File: src/rtl/fetch_unit.sv
// Instruction-fetch stage: PC register, next-PC selection and the IF/ID pipeline register.
// Branch redirects beat stalls; jr redirects yield to stalls. Every redirect flushes IF/ID to a bubble.
module fetch_unit #(
  parameter logic [31:0] RESET_PC = 32'h0000_0000
) (
  input  logic        clk,
  input  logic        reset_n,
  input  logic        stall,
  input  logic        branch_taken,
  input  logic [31:0] branch_target,
  input  logic [1:0]  jump,
  input  logic [31:0] jr_reg_data,
  input  logic [31:0] jr_fwd_data,
  output logic [31:0] imem_addr,
  input  logic [31:0] imem_rdata,
  output logic [31:0] pc,
  output logic [31:0] if_id_instr,
  output logic [31:0] if_id_pc4,
  output logic        if_id_valid
);

  localparam logic [1:0] JUMP_REG = 2'b01;
  localparam logic [1:0] JUMP_FWD = 2'b10;
  localparam logic [31:0] WORD_MASK = 32'hFFFF_FFFC;

  logic [31:0] pc_plus4;
  logic [31:0] br_tgt;
  logic [31:0] jr_tgt;
  logic        jr_take;

  assign imem_addr = pc;
  assign pc_plus4  = pc + 32'd4;
  assign br_tgt    = branch_target & WORD_MASK;
  assign jr_tgt    = ((jump == JUMP_FWD) ? jr_fwd_data : jr_reg_data) & WORD_MASK;
  // Code 11 is reserved and falls through to sequential fetch.
  assign jr_take   = (jump == JUMP_REG) || (jump == JUMP_FWD);

  always_ff @(posedge clk) begin
    if (!reset_n) begin
      pc          <= RESET_PC;
      if_id_instr <= 32'd0;
      if_id_pc4   <= 32'd0;
      if_id_valid <= 1'b0;
    end else if (branch_taken) begin
      // Older instruction's branch wins even over a stall or a younger jr.
      pc          <= br_tgt;
      if_id_instr <= 32'd0;
      if_id_pc4   <= 32'd0;
      if_id_valid <= 1'b0;
    end else if (stall) begin
      pc          <= pc;
      if_id_instr <= if_id_instr;
      if_id_pc4   <= if_id_pc4;
      if_id_valid <= if_id_valid;
    end else if (jr_take) begin
      // No delay slot: the word fetched behind the jr is discarded.
      pc          <= jr_tgt;
      if_id_instr <= 32'd0;
      if_id_pc4   <= 32'd0;
      if_id_valid <= 1'b0;
    end else begin
      pc          <= pc_plus4;
      if_id_instr <= imem_rdata;
      if_id_pc4   <= pc_plus4;
      if_id_valid <= 1'b1;
    end
  end

endmodule

File: config.mk
export PLATFORM = sky130hd
export DESIGN_NAME = fetch_unit
export DESIGN_NICKNAME = d
export VERILOG_FILES = /design/src/rtl/fetch_unit.sv
export SDC_FILE = /design/constraint.sdc
export NUM_CORES = 1
export LEC_CHECK = 0
export ABC_AREA = 1
export BUFFER_PORTS_ARGS = -buffer_cell sky130_fd_sc_hd__buf_4
export CAP_MARGIN = 20
export CORE_ASPECT_RATIO = 0.5
export CORE_UTILIZATION = 40
export CTS_CLUSTER_DIAMETER = 30
export DETAILED_ROUTE_END_ITERATION = 8
export PLACE_DENSITY = 0.81
export SLEW_MARGIN = 5
export SYNTH_ARGS = -nofsm -noshare
export SYNTH_HDL_FRONTEND = slang
export SYNTH_SLANG_ARGS = --single-unit
File: constraint.sdc
create_clock -name clk -period 4.4 [get_ports clk]
set_input_delay 0.44 -clock clk [delete_from_list [all_inputs] [get_ports clk]]
set_output_delay 0.44 -clock clk [all_outputs]
set_load 0.05 [all_outputs]
==> results.toml <==
[clock_network]
cts.path.max_buffers = 2
clock_transition_at_the_registers_of_the_reported_paths_ns = 0.07
cts.sinks = 95
htree_levels = 3
cts_tree = "yes"
clkLatencyLatePin_ns = 0.34
postCtsSetupRepairBufs = 0
root_buffer = "sky130_fd_sc_hd__clkbuf_16"
cts_inserted_buffers = 9
resized_cells_post_cts = 0
cts_hold_repair.buffers = 0

[final_layout]
layout_area_growth_over_synthesis_pct = 40.5
drive_gt1_frac = 0.309
net_total_in_the_final_layout = 1135
antenna_cells = 0
post_layout_nonfiller_instances = 1169

[synthesis]
yosys.area.top_type = "sky130_fd_sc_hd__dfxtp_1"
async_flop_share = 0
synth-seq-area-share = 0.368
yosys_most_used_dff = "sky130_fd_sc_hd__dfxtp_1"
yosys.cell_count.top_type = "sky130_fd_sc_hd__nand2_1"
synth.yosys.warnings = 0
syn-mean-instance-area_um2 = 6.47
synth-edff-count = 0
synth_common_cells = "sky130_fd_sc_hd__nand2_1 (234), sky130_fd_sc_hd__dfxtp_1 (95), sky130_fd_sc_hd__nor2_1 (91)"
ys_ff_latch = 95
yosys-top-cells-area = "sky130_fd_sc_hd__dfxtp_1 (37%), sky130_fd_sc_hd__nand2_1 (17%), sky130_fd_sc_hd__o21ai_0 (8.2%)"
netlist-cell-type-count = 23
netlist.area_leader.share = 0.368
cells_after_synth = 798
synth_nets = 934
synth.cell_area_mm2 = 0.00517

[critical_path]
setup.worst_path.class = "in -> reg"
worst-path-max-fanout = 35
cpMaxStageDelayCell = "sky130_fd_sc_hd__nor2_4"
timing.reg2reg.worst_path_depth = 11
worst_path_max_stage_delay_ns = 0.69
worst_r2r_startpoint = "imem_addr[3]"
r2r_setup_slack_ns = 2.55
cp.buffers_inverters = 3
worstPathCellList = "buf_4, inv_1, ha_1, inv_2, nor2_4, a21boi_0, o21ai_1, o21ai_0, a21oi_1, nor2_1"
critPathRequiredTime_ns = 4.67
timing.critical_path.from = "jump[0]"
cp-end-kind = "register"
r2r_end = "imem_addr[22]"
cp_top_family = "simple AND/OR/NAND/NOR gates"
worst-endpoint-arrival_ns = 2.73
startpoint_type = "primary input"

[drt]
drt_iter0_markers = 437
vias_per_cell = 5.08
drt-total-wl_um = 17700
avgRoutedWirePerCell_um = 15.1
post-route-drc-count = 0
route.vias.total = 5942
drt.antenna.violating_nets = 0
detail_route.first_pass.iterations = 5

[floorplanning]
core.rowCount = 28
ios = 263
design.core.area_mm2 = 0.0122
die_h_um = 82.4
dieArea_mm2 = 0.0134
chipWidth_um = 163
initial_core_util = 0.424

[pwr]
power-per-cell-area_mw_per_mm2 = 322
power.ir.vdd_worst_mv = 0.217
p_leak_uw = 0.00329
finalPower_uw = 2340

[placed_design]
numPlacedInstances = 1152
gp_congestion = 0.887
post-dp-hpwl_um = 12800
portBuffers = 256

[outcome]
outcome = "finished clean"

[global_route]
grt_pass1_vias = 5387
pin_count_of_the_biggest_net_entering_global_routing = 59
first_pass_grt_wire_length_um = 26400
track_usage = 0.252
grt-ovfl-total = 0
grt_antenna_before_repair = 0

[timing]
timing.max_slew.rel_slack = 0.350
setup-violations-final = 0
worst_clock_skew_ns = 0.00670
worstMarginPinSlew_ns = 0.973
final-max-slew-violation-count = 0
finalCritPeriodShare = 0.558
grt_setup_unrepaired = "false"
fin_tns_setup_ns = 0
timing.final.crit_period_ns = 2.45
report.final.hold_viol_count = 0
max_clock_freq_mhz = 407

[hold_path]
hold_depth = 3
hold-path-endpoint = "if_id_instr[22]"
hold_class = "in -> reg"
hold_path_startpoint = "imem_rdata[22]"

[run]
cap_violations = 0
## logic make-up (layout without fill, tap and decap cells)
family	count (synthesis)	count (layout)	synth area share
DFF	95	95	0.368
AOI/OAI and AO/OA	186	186	0.187
and+or+nand+nor	386	386	0.319
buffers and inverters	129	335	0.122
adders and majority gates	2	2	0.00484
## worst max-delay path by stage
stage / end / slack (ns) / cells after the start
after floorplan: imem_addr[12] / 2.42 / 10
after global placement: imem_addr[10] / 1.73 / 9
after detailed placement: imem_addr[10] / 1.71 / 10
after CTS: imem_addr[8] / 1.99 / 10
after global routing: imem_addr[8] / 1.72 / 10
final: imem_addr[8] / 1.95 / 10
## area by class of cell
type,count,area (um2)
tap,165,206
multi-input combinational,574,2640
sequential,95,1900
clock buffer,10,229
clock inverter,6,92.6
inverter,59,221
fill,1115,4930
timing repair buffer,260,1970
## routing by layer
layer | GRT usage | wire (um)
met3 | 0.0579 | 1360
met1 | 0.306 | 7300
met2 | 0.454 | 8820
met5 | 0 | 0
met4 | 0.0692 | 206
## cells in the final DEF (no fill, tap or decap)
cell type and instances:
sky130_fd_sc_hd__a21boi_0 2, sky130_fd_sc_hd__a21oi_1 83, sky130_fd_sc_hd__a21oi_2 6, sky130_fd_sc_hd__a31oi_1 5, sky130_fd_sc_hd__buf_16 1, sky130_fd_sc_hd__buf_4 259, sky130_fd_sc_hd__bufinv_16 2, sky130_fd_sc_hd__clkbuf_1 1
sky130_fd_sc_hd__clkbuf_16 9, sky130_fd_sc_hd__clkinv_4 1, sky130_fd_sc_hd__clkinvlp_4 2, sky130_fd_sc_hd__dfxtp_1 95, sky130_fd_sc_hd__ha_1 2, sky130_fd_sc_hd__inv_1 55, sky130_fd_sc_hd__inv_2 4, sky130_fd_sc_hd__inv_6 1
sky130_fd_sc_hd__nand2_1 234, sky130_fd_sc_hd__nand2_2 2, sky130_fd_sc_hd__nand2_4 4, sky130_fd_sc_hd__nand3_1 36, sky130_fd_sc_hd__nand3_2 3, sky130_fd_sc_hd__nor2_1 91, sky130_fd_sc_hd__nor2_2 6, sky130_fd_sc_hd__nor2_4 9
sky130_fd_sc_hd__nor2_8 1, sky130_fd_sc_hd__o21ai_0 85, sky130_fd_sc_hd__o21ai_1 5
## flip-flops by register name (all words and copies together), names as in the netlist
signal / flops
if_id_pc4: 31
if_id_valid: 1
imem_addr: 31
if_id_instr: 32
## report_power, final
group | internal, uW | switching, uW
clock network | 502 | 347
registers | 892 | 42.9
logic | 193 | 364
## metrics by stage
step / util / hold slack [ns] / setup slack, ns / cell area (um2)
after floorplan: - / 0.584 / 2.42 / 5170
after global placement: 0.567 / 0.449 / 1.73 / 6910
after detailed placement: 0.567 / 0.451 / 1.71 / 6910
after CTS: 0.593 / 0.339 / 1.99 / 7230
after global routing: 0.595 / 0.346 / 1.72 / 7260
final: 0.595 / 0.345 / 1.95 / 7260
## worst min-delay path, stage by stage
cell and delay [ns]:
sky130_fd_sc_hd__buf_4 0.07, sky130_fd_sc_hd__nand2_1 0.04, sky130_fd_sc_hd__a21oi_1 0.10
Note: power is estimated with default switching activity, not from simulation.
